$ cat src/rtl/hazard_scoreboard_if.sv
// ID-stage request and scoreboard response signals for hazard_scoreboard.
// master drives the decoded instruction; slave is the scoreboard itself.
interface hazard_scoreboard_if;
  logic        id_valid;
  logic        flush;
  logic [4:0]  src1;
  logic [4:0]  src2;
  logic        single_src;
  logic        mem_w_en;
  logic [4:0]  dest;
  logic        wb_en;
  logic        mem_r_en;
  logic        forward_en;
  logic        hazard_detected;
  logic [31:0] busy_mask;
  logic [15:0] stall_cycles;

  modport master (
    output id_valid, flush, src1, src2, single_src, mem_w_en, dest, wb_en, mem_r_en,
           forward_en,
    input  hazard_detected, busy_mask, stall_cycles
  );

  modport slave (
    input  id_valid, flush, src1, src2, single_src, mem_w_en, dest, wb_en, mem_r_en,
           forward_en,
    output hazard_detected, busy_mask, stall_cycles
  );
endinterface

$ cat src/rtl/hazard_scoreboard.sv
// Register-write scoreboard: per-register writeback countdown, load flag, stall detection
// and a saturating stall-cycle counter.
module hazard_scoreboard #(
  parameter int unsigned WB_LAT    = 2,
  // Test hook: freezes the countdown while stalled so a conflict can be held indefinitely.
  parameter bit          TEST_HOLD = 1'b0
) (
  input logic                clk,
  input logic                rst,
  hazard_scoreboard_if.slave sb
);
  localparam logic [1:0] WbLat = 2'(WB_LAT);

  logic [31:0][1:0] cnt_q, cnt_d;
  logic [31:0]      ld_q, ld_d;
  logic [15:0]      stall_q, stall_d;
  logic             src2_read, conf1, conf2, hazard, issue, hold;

  always_comb begin
    src2_read = ~sb.single_src | sb.mem_w_en;
    if (sb.forward_en) begin
      // Only a load issued in the immediately preceding cycle cannot be forwarded.
      conf1 = (sb.src1 != 5'd0) && ld_q[sb.src1] && (cnt_q[sb.src1] == WbLat);
      conf2 = (sb.src2 != 5'd0) && ld_q[sb.src2] && (cnt_q[sb.src2] == WbLat);
    end else begin
      conf1 = (sb.src1 != 5'd0) && (cnt_q[sb.src1] != 2'd0);
      conf2 = (sb.src2 != 5'd0) && (cnt_q[sb.src2] != 2'd0);
    end
    hazard = sb.id_valid & ~sb.flush & (conf1 | (src2_read & conf2));
    issue  = sb.id_valid & ~sb.flush & ~hazard;
    hold   = TEST_HOLD & hazard;
  end

  always_comb begin
    cnt_d = cnt_q;
    ld_d  = ld_q;
    for (int r = 1; r < 32; r++) begin
      if (cnt_q[r] != 2'd0 && !hold) begin
        cnt_d[r] = cnt_q[r] - 2'd1;
        if (cnt_q[r] == 2'd1) begin
          ld_d[r] = 1'b0;
        end
      end
    end
    if (issue && sb.wb_en && sb.dest != 5'd0) begin
      cnt_d[sb.dest] = WbLat;
      ld_d[sb.dest]  = sb.mem_r_en;
    end
    cnt_d[0] = 2'd0;
    ld_d[0]  = 1'b0;
    stall_d  = (hazard && stall_q != 16'hFFFF) ? stall_q + 16'd1 : stall_q;
  end

  always_ff @(posedge clk) begin
    if (rst) begin
      cnt_q   <= '0;
      ld_q    <= '0;
      stall_q <= '0;
    end else begin
      cnt_q   <= cnt_d;
      ld_q    <= ld_d;
      stall_q <= stall_d;
    end
  end

  always_comb begin
    sb.busy_mask = '0;
    for (int r = 1; r < 32; r++) begin
      sb.busy_mask[r] = (cnt_q[r] != 2'd0);
    end
  end

  assign sb.hazard_detected = hazard;
  assign sb.stall_cycles    = stall_q;
endmodule
$ cat src/flat_wrapper.sv
// flat-port wrapper written by rule: the top's interface ports become plain ports
module hazard_scoreboard_flat 
#(
  parameter int unsigned WB_LAT    = 2,
                                                                                           
  parameter bit          TEST_HOLD = 1'b0
)
  (clk, rst, sb_id_valid, sb_flush, sb_src1, sb_src2, sb_single_src, sb_mem_w_en, sb_dest, sb_wb_en, sb_mem_r_en, sb_forward_en, sb_hazard_detected, sb_busy_mask, sb_stall_cycles);
  hazard_scoreboard_if sb_i ();
  input logic clk;
  input logic rst;
  input wire logic [$bits(sb_i.id_valid)-1:0] sb_id_valid;
  input wire logic [$bits(sb_i.flush)-1:0] sb_flush;
  input wire logic [$bits(sb_i.src1)-1:0] sb_src1;
  input wire logic [$bits(sb_i.src2)-1:0] sb_src2;
  input wire logic [$bits(sb_i.single_src)-1:0] sb_single_src;
  input wire logic [$bits(sb_i.mem_w_en)-1:0] sb_mem_w_en;
  input wire logic [$bits(sb_i.dest)-1:0] sb_dest;
  input wire logic [$bits(sb_i.wb_en)-1:0] sb_wb_en;
  input wire logic [$bits(sb_i.mem_r_en)-1:0] sb_mem_r_en;
  input wire logic [$bits(sb_i.forward_en)-1:0] sb_forward_en;
  output wire logic [$bits(sb_i.hazard_detected)-1:0] sb_hazard_detected;
  output wire logic [$bits(sb_i.busy_mask)-1:0] sb_busy_mask;
  output wire logic [$bits(sb_i.stall_cycles)-1:0] sb_stall_cycles;
  assign sb_i.id_valid = sb_id_valid;
  assign sb_i.flush = sb_flush;
  assign sb_i.src1 = sb_src1;
  assign sb_i.src2 = sb_src2;
  assign sb_i.single_src = sb_single_src;
  assign sb_i.mem_w_en = sb_mem_w_en;
  assign sb_i.dest = sb_dest;
  assign sb_i.wb_en = sb_wb_en;
  assign sb_i.mem_r_en = sb_mem_r_en;
  assign sb_i.forward_en = sb_forward_en;
  assign sb_hazard_detected = sb_i.hazard_detected;
  assign sb_busy_mask = sb_i.busy_mask;
  assign sb_stall_cycles = sb_i.stall_cycles;
  hazard_scoreboard #(.WB_LAT(WB_LAT), .TEST_HOLD(TEST_HOLD)) u_core (.clk(clk), .rst(rst), .sb(sb_i));
endmodule
$ cat config.mk
export PLATFORM = sky130hd
export DESIGN_NAME = hazard_scoreboard_flat
export DESIGN_NICKNAME = d
export VERILOG_FILES = /design/src/rtl/hazard_scoreboard_if.sv /design/src/rtl/hazard_scoreboard.sv /design/src/flat_wrapper.sv
export SDC_FILE = /design/constraint.sdc
export NUM_CORES = 1
export LEC_CHECK = 0
export BUFFER_PORTS_ARGS = -buffer_cell sky130_fd_sc_hd__buf_2
export CAP_MARGIN = 20
export CORE_ASPECT_RATIO = 2
export CORE_MARGIN = 2
export CORE_UTILIZATION = 25
export CTS_BUF_LIST = sky130_fd_sc_hd__clkbuf_4 sky130_fd_sc_hd__clkbuf_8
export DETAILED_ROUTE_END_ITERATION = 16
export GPL_ROUTABILITY_DRIVEN = 0
export PLACE_DENSITY_LB_ADDON = 0.15
export SLEW_MARGIN = 40
export SYNTH_ARGS = -nofsm -noshare
export SYNTH_HDL_FRONTEND = slang
export SYNTH_SLANG_ARGS = --single-unit
export TNS_END_PERCENT = 1
$ cat constraint.sdc
create_clock -name clk -period 2.6 [get_ports clk]
set_input_delay 0.26 -clock clk [delete_from_list [all_inputs] [get_ports clk]]
set_output_delay 0.26 -clock clk [all_outputs]
set_load 0.02 [all_outputs]
==> metrics, run 1 <==
Setup crit end kind register; max_slew headroom 0.392; initial antenna violation count 0; Total Wirelength 20.1 mm; Synth Cell Area between 6000 and 7000 µm²; Final Max Tran Viols 0; Crit. Startpoint u_core.cnt_q[62]; WL/cell about 17 µm; fraction of layout cells with a size suffix above 1 0.431; core area 24800 µm²; CP Launch Type register; asr flop ratio synth 0; metal3 WL 576 µm; hold crit path type in -> reg; fmax about 330 MHz; Rows 82; Die X 116 µm; gr usage total 0.155; setup TNS -10.11 ns; area grow syn2layout 30.9%; vias 5611; Port Buffer Count slightly above 70; H-tree levels 3; CTS buffer count 9; grt ovf 0; Post-DP HPWL between 15 and 20 mm; PwrDens 402 nW/µm²; syn_nets about 730; Critical Path RT 2.89 ns; uppermost routed layer met4; Die Area approximately 26000 µm²; met1 wire length 9.36 mm; R2R Path Start u_core.cnt_q[62]; failing checks setup timing; CTS tree built; RSZ-0062 raised after global routing yes; Top FF cell, synth dfxtp_1; largest net degree at the start of global routing 63; global-route wire length before repair 31.1 mm; Worst-path clk slew 0.11 ns; Yosys cell types 46; Avg Inst Size Synth just under 9 µm²; Worst Skew between 0.015 and 0.02 ns; Final Instance Area roughly 8000 µm²; DR pass1 iterations 8; Die H approximately 230 µm; final antenna-violating net count 0; outcome finished with violations; Starting Density 0.253; CTS sink cnt between 100 and 150; Worst Max-Slew Pin Slew 0.909 ns; Worst Setup Slack, final -0.392 ns; vias in the first global route 5450; Syn Inst Count ~700; worst-case vdd ir drop around 0.28 mV; CP Data Arrival Time between 3 and 4 ns; initial drt markers 338; Setup CP Type reg -> reg; nets approximately 860; CTS root buffer clkbuf_8; minimum clock period 2.99 ns; met2 routed WL between 9 and 10 mm; DRC 0; Ports between 70 and 80; Leak about 0.0034 µW; clk_lat worst skew between 0.4 and 0.5 ns; Worst Min Path Start sb_flush; Yosys Warn Count 0; worst-case clock buffer depth 2; critical path fanouts, max 9; CTS Hold Bufs 0; #FFs+latches synth roughly 110; Fin. Hold Viols 0; DR vias/cell between 4 and 5; sequential-to-total area share from yosys stat 0.348; commonest non-fill, non-tap cell in the layout dfxtp_1; commonest non-fill, non-tap cells in the layout dfxtp_1, buf_4, nor2_1, buf_2, nand2_1; # diodes 0; # setup viols final slightly below 80; Post-synth EDFFs 0; Placed Instance Area around 7700 µm²; Period Utilization, post-route 1.15; Max Cap Viol 0
where the power goes:
part,internal [µW],total [µW],switching [µW]
combinational,173,421,248
clock,584,1210,625
sequential,1670,1670,3.89
sequential cells by signal (all words and copies together) (netlist names):
name	count
u_core.cnt_q	62
u_core.ld_q	31
u_core.sb.stall_cycles	16
through the flow:
step | cells | power [µW] | worst slack, ns | utilization | hold WS, ns
2_1_floorplan | 701 | 1940 | -0.131 | - | 0.463
3_3_place_gp | 1157 | 2080 | -0.555 | 0.309 | 0.503
3_5_place_dp | 1157 | 2080 | -0.600 | 0.309 | 0.505
4_1_cts | 1179 | 3350 | -0.358 | 0.327 | 0.251
5_1_grt | 1179 | 3450 | -0.452 | 0.331 | 0.287
6_report | 1179 | 3300 | -0.392 | 0.331 | 0.275
per-layer routing:
metal	vias to the layer above	GRT usage
met4	0	0.0484
met2	113	0.252
li1	2755	-
met5	-	0
met3	22	0.0234
met1	2721	0.209
synthesized netlist by cell type, drive strengths merged, types with 10 or more instances:
master	number	area, µm²
a21oi	38	190
and3	36	225
buf	21	143
clkbuf	25	93.8
dfxtp	109	2180
inv	40	150
mux2	50	563
mux2i	10	100
mux4	42	946
nand2	57	214
nand3	45	225
nor2	87	327
nor2b	19	119
nor4	10	62.6
o21ai	33	165
or2	31	194
worst paths after layout:
path | cells after the start | slack (ns) | endpoint
worst min-delay path | 4 | 0.28 | u_core.sb.stall_cycles[14]
worst max register to register | 10 | -0.39 | u_core.sb.stall_cycles[5]
worst min register to register | 2 | 0.52 | u_core.cnt_q[19]
worst max-delay path | 10 | -0.39 | u_core.sb.stall_cycles[5]
repair_timing:
action / in CTS / in global routing
pin swaps: 12 / 13
resized for setup: 41 / 21
setup buffers: 6 / 0
endpoints found under the setup margin: 83 / 110
cell families (layout without fill, tap and decap cells):
| kind of cell | count (synthesis) | in the layout | synth area share |
|---|---|---|---|
| AND/OR/NAND/NOR | 311 | 311 | 0.246 |
| other | 1 | 1 | 0.000598 |
| multiplexers | 102 | 102 | 0.257 |
| adder cells (fa/ha/maj) | 1 | 1 | 0.00199 |
| buffers and inverters | 86 | 228 | 0.0616 |
| flip-flops | 109 | 109 | 0.348 |
| AO/OA/AOI/OAI | 91 | 91 | 0.0854 |
layout make-up:
| type | count | area (µm²) |
|---|---|---|
| fill | 2700 | 16600 |
| sequential | 109 | 2200 |
| multi-input combinational | 506 | 4010 |
| clock buffer | 11 | 145 |
| inverter | 40 | 150 |
| clock inverter | 5 | 82.6 |
| timing repair buffer | 172 | 1210 |
| tap | 336 | 420 |
worst max-delay path, cell delays in order, from the launching register on:
cell and delay, ns:
dfxtp_4 0.37, mux4_2 0.47, mux2i_1 0.15, o211ai_1 0.14, a211o_1 0.26, a311oi_2 0.33, a41oi_4 0.07, buf_12 0.16
buf_12 0.14, or4_4 0.48, mux2_4 0.30
Power figures use the tool's default switching activity.
==> run 2: changes to the inputs <==
--- a/config.mk
+++ b/config.mk
@@ -5,6 +5,7 @@
 export SDC_FILE = /design/constraint.sdc
 export NUM_CORES = 1
 export LEC_CHECK = 0
+export ABC_AREA = 1
 export BUFFER_PORTS_ARGS = -buffer_cell sky130_fd_sc_hd__buf_2
 export CAP_MARGIN = 20
 export CORE_ASPECT_RATIO = 2
==> metrics, run 2 <==
Die Area 30500 µm²; WL/cell between 15 and 20 µm; initial antenna violation count 2; Yosys cell types 31; fraction of layout cells with a size suffix above 1 0.158; CTS tree built; Die X about 120 µm; Final Max Tran Viols 0; outcome complete, no violations; Period Utilization, post-route 0.921; Die H 245 µm; worst reg-to-reg path cell count 16; Post-DP HPWL 22.1 mm; CP Launch Type register; core area 28700 µm²; Largest Register u_core.cnt_q; worst-case vdd ir drop slightly above 0.2 mV; Leak between 0.003 and 0.004 µW; commonest non-fill, non-tap cell in the layout nand2_1; area leader, netlist dfxtp_1; DR vias/cell between 4 and 5; Total Wirelength roughly 30 mm; asr flop ratio synth 0; CTS Hold Bufs 0; share of the synthesized area in the top cell type 0.300; top-count cell post-synth nand2_1; CTS root buffer clkbuf_8; final antenna-violating net count 0; Synth Cell Area 7270 µm²; Crit. Startpoint u_core.cnt_q[20]; H-tree levels 3; initial drt markers ~530; nets about 1300; filler cell count in the final layout between 3000 and 4000; Setup CP Type reg -> out; critical path fanouts, max 4; Avg Inst Size Synth about 6.0 µm²; Starting Density 0.253; Setup crit end kind output port; largest net degree at the start of global routing 77; total power around 3200 µW; WHS Path Cells 4; PwrDens between 300 and 400 nW/µm²; global-route wire length before repair about 45 mm; grt ovf 0; commonest non-fill, non-tap cells in the layout nand2_1, inv_1, a21oi_1, nand3_1, dfxtp_1; vias in the first global route ~7900; Max Cap Viol 0; sequential-to-total area share from yosys stat 0.300; Worst Max-Slew Pin Slew ~0.74 ns; DR pass1 iterations 7; setup TNS 0 ns; minimum clock period around 2.4 ns; Post-synth EDFFs 0; clk_lat worst skew 0.44 ns; area of the multi-input gates 4230 µm²; Rows 88; Port Buffer Count between 70 and 80; Worst Min Path Start rst; top cells by area, synth dfxtp_1, nand2_1, a21oi_1, nand3_1, inv_1; Worst Skew 0.0129 ns; hold_ws approximately 0.11 ns; hold crit path type in -> reg; Ports 73; Yosys Warn Count 0; max reg flops 62; # setup viols final 0; worst-case clock buffer depth 2; CTS buffer count 9; Fin. Hold Viols 0; CP Data Arrival Time about 2.1 ns; DRC 0; #FFs+latches synth ~110; max_slew headroom 0.506; CTS sink cnt 109; most instantiated cells after synthesis nand2_1, inv_1, a21oi_1, nand3_1, dfxtp_1; Critical Path RT 2.34 ns; vias roughly 8000; area grow syn2layout 15.2%; gr usage total 0.193; R2R Path Start u_core.cnt_q[42]; register area roughly 2200 µm²; syn_nets around 1200; fmax ~420 MHz; Top FF cell, synth dfxtp_1; Syn Inst Count 1220; Worst-path clk slew ~0.1 ns
[run 2: cell count changes after synthesis, moves of 16 or more]
cell     delta
a21oi_1   +100
and3_1     -36
buf_2      +20
inv_1     +100
mux2_2     -22
mux4_2     -42
nand2_1   +401
nand3_1    +77
nand4_1    +18
nor2_1     -21
nor2b_1    -19
o21ai_0    -16
or2_2      -31
[run 2: critical path: stages, from the launching register on]
cell	delay, ns
dfxtp_1	0.41
inv_1	0.10
nand2_1	0.06
nand3_1	0.08
nand3_1	0.13
nand3_1	0.10
nand2_1	0.11
nand2_1	0.05
nand2_1	0.06
inv_1	0.03
nand2_1	0.06
nand2_2	0.07
nand2_4	0.10
inv_2	0.07
nor3_2	0.09
buf_2	0.18
[run 2: final cells by class]
type	count	area share
Sequential cell	109	0.266
Inverter	144	0.0646
Tap cell	360	0.0538
Timing Repair Buffer	113	0.0910
Antenna cell	1	0.000299
Clock inverter	2	0.00149
Multi-Input combinational cell	904	0.506
Clock buffer	12	0.0175
[run 2: cell families (layout without fill, tap and decap cells)]
logic type | after synthesis | after routing | share of synthesized area
XOR/XNOR | 13 | 13 | 0.0157
AND/OR/NAND/NOR | 683 | 683 | 0.388
flip-flops | 109 | 109 | 0.300
AO/OA/AOI/OAI | 180 | 180 | 0.131
buffers and inverters | 207 | 271 | 0.122
other | 1 | 2 | 0.000516
multiplexers | 26 | 26 | 0.0403
adder cells (fa/ha/maj) | 1 | 1 | 0.00172
[run 2: metrics by stage]
step | std cells | util | area [µm²] | setup WS [ns]
floorplan | 1220 | - | 7270 | 0.429
global placement | 1627 | 0.282 | 8110 | 0.211
detailed placement | 1627 | 0.282 | 8110 | 0.199
CTS | 1641 | 0.288 | 8270 | 0.00432
global route | 1645 | 0.291 | 8370 | -0.00721
finish | 1645 | 0.291 | 8370 | 0.207
[run 2: worst paths after layout]
kind,end,slack [ns]
worst max-delay path,sb_hazard_detected,0.21
worst min-delay path,u_core.sb.stall_cycles[1],0.11
worst max register to register,u_core.ld_q[8],0.50
worst min register to register,u_core.cnt_q[60],0.47
[run 2: power by group]
group | leakage (µW) | switching (µW) | total [µW] | internal (µW)
logic | 0.00284 | 397 | 564 | 167
registers | 0.000894 | 4.24 | 1670 | 1670
clock network | 0.0000826 | 637 | 1010 | 370
total | 0.00381 | 1040 | 3240 | 2210
[run 2: routing by layer]
metal  track usage  routed length (µm)  vias to the layer above
met5             0                  13                        -
met2         0.386               16300                      182
met1         0.193               11000                     3756
met4        0.0813                1070                        2
met3        0.0320                1200                       51
li1              -                   -                     3993
[run 2: what timing repair did]
item / in CTS / in global routing
setup endpoints to repair: 1 / 1
endpoints found under the hold margin: 0 / 0
pin swaps: 0 / 4
buffers inserted: 0 / 3
resized for setup: 1 / 45
==> run 3: changes to the inputs <==
--- a/config.mk
+++ b/config.mk
@@ -8,13 +8,13 @@
 export ABC_AREA = 1
 export BUFFER_PORTS_ARGS = -buffer_cell sky130_fd_sc_hd__buf_2
 export CAP_MARGIN = 20
-export CORE_ASPECT_RATIO = 2
 export CORE_MARGIN = 2
 export CORE_UTILIZATION = 25
 export CTS_BUF_LIST = sky130_fd_sc_hd__clkbuf_4 sky130_fd_sc_hd__clkbuf_8
 export DETAILED_ROUTE_END_ITERATION = 16
 export GPL_ROUTABILITY_DRIVEN = 0
 export PLACE_DENSITY_LB_ADDON = 0.15
+export SKIP_LAST_GASP = 1
 export SLEW_MARGIN = 40
 export SYNTH_ARGS = -nofsm -noshare
 export SYNTH_HDL_FRONTEND = slang
==> metrics, run 3 (synthesized netlist as in run 2, its figures left out) <==
Fin. Hold Viols 0; fmax between 400 and 500 MHz; clk_lat worst skew about 0.42 ns; gr usage total 0.177; Total Wirelength about 27 mm; H-tree levels 3; CP Data Arrival Time ~2.2 ns; Largest Register u_core.cnt_q; commonest non-fill, non-tap cells in the layout nand2_1, inv_1, a21oi_1, nand3_1, dfxtp_1; Worst-path clk slew approximately 0.14 ns; final antenna-violating net count 0; fraction of layout cells with a size suffix above 1 0.141; worst reg-to-reg path cell count 15; cells along the critical path inv_1, nand2_1, nand3_1, nand3_1, nand2_1, nor2_1, nor2_2, nand2_1, nand2_1, nor2_1, nand2_1, nand2_4, inv_2, nor3_1, buf_4; Ports 73; max_slew headroom 0.557; max reg flops 62; DRC 0; Die X approximately 170 µm; WHS Path Cells 5; Leak 0.00375 µW; Period Utilization, post-route 0.928; CTS buffer count 9; Worst Max-Slew Pin Slew around 0.66 ns; Post-DP HPWL 19.5 mm; DR pass1 iterations 5; Finished Core Util 0.290; area grow syn2layout 14.3%; Max Cap Viol 0; WP buf/inv 3; # setup viols final 0; CP Launch Type register; hold crit path type in -> reg; delay-heaviest family, CP simple AND/OR/NAND/NOR gates; worst-case vdd ir drop between 0.15 and 0.2 mV; filler cell count in the final layout roughly 3400; Port Buffer Count 71; Starting Density 0.253; Worst path depth 15; register area around 2200 µm²; PwrDens 399 nW/µm²; Rows between 60 and 70; # diodes 0; Final Max Tran Viols 0; Final Instance Area 8310 µm²; area of the multi-input gates around 4200 µm²; critical path fanouts, max 4; initial antenna violation count 0; critical path's slowest cell dfxtp_1; CTS sink cnt about 110; Setup CP Type reg -> out; Worst Skew about 0.025 ns; global-route wire length before repair approximately 42 mm; minimum clock period 2.41 ns; Die Area roughly 30000 µm²; most used cell along the critical path nand2_1; vias in the first global route 7197; Placed Instance Area between 8000 and 9000 µm²; worst-case clock buffer depth 2; outcome complete, no violations; slowest stage delay, CP 0.39 ns; vias ~7700; Critical Path RT approximately 2.3 ns; initial drt markers ~600; Die H approximately 170 µm; WL/cell around 16 µm; grt ovf 0; CTS root buffer clkbuf_8; largest net degree at the start of global routing just under 60; DR vias/cell 4.68; CTS Hold Bufs 0; CTS tree built; nets 1292; commonest non-fill, non-tap cell in the layout nand2_1; core area around 29000 µm²; Setup crit end kind output port; hold_ws ~0.35 ns
## run 3: worst paths after layout
kind                    startpoint                          to  slack [ns]
hold / removal            sb_flush  u_core.sb.stall_cycles[14]        0.35
setup / recovery  u_core.cnt_q[52]          sb_hazard_detected        0.19
setup reg to reg   u_core.cnt_q[4]             u_core.ld_q[17]        0.45
hold reg to reg   u_core.cnt_q[54]            u_core.cnt_q[55]        0.46
## run 3: metal layers
metal | global-route usage | part of all wire
met5 | 0 | 0
met4 | 0.0406 | 0.011
met3 | 0.0201 | 0.041
met2 | 0.283 | 0.45
met1 | 0.255 | 0.50
## run 3: worst reg2reg max path, cell delays in order (launching register included)
cell	delay, ns
dfxtp_1	0.35
inv_1	0.15
nand2_1	0.07
nand3_1	0.07
nand2_1	0.06
nand3b_1	0.16
nand2_1	0.10
nand2_1	0.06
nor2_1	0.12
nor2_1	0.06
nand2_1	0.09
nand2_4	0.09
nor2_4	0.15
buf_12	0.27
nand2_1	0.13
a21oi_1	0.15
## run 3: layout make-up
cell class / count / share of cell area
Clock inverter: 7 / 0.00888
Inverter: 144 / 0.0650
Tap cell: 384 / 0.0578
Sequential cell: 109 / 0.266
Timing Repair Buffer: 99 / 0.0804
Clock buffer: 9 / 0.0149
Multi-Input combinational cell: 904 / 0.507
## run 3: repair_timing
item	in CTS	in global routing
buffers inserted	0	1
setup endpoints to repair	0	1
resized for setup	0	33
## run 3: metrics by stage
stage                     setup slack, ns  std cells     TNS, ns  power, µW
after global routing           -0.0000109       1656  -0.0000109       3480
after CTS                          0.0693       1655           0       3370
final                               0.187       1656           0       3310
after global placement             0.0695       1639           0       2240
after floorplan                     0.429       1220           0       2050
after detailed placement           0.0758       1639           0       2240
## run 3: report_power, final
group,internal [µW],leakage (µW),switching (µW)
Combinational,152,0.00276,369
Clock,384,0.000101,732
Sequential,1670,0.000890,3.90
Total,2210,0.00375,1110
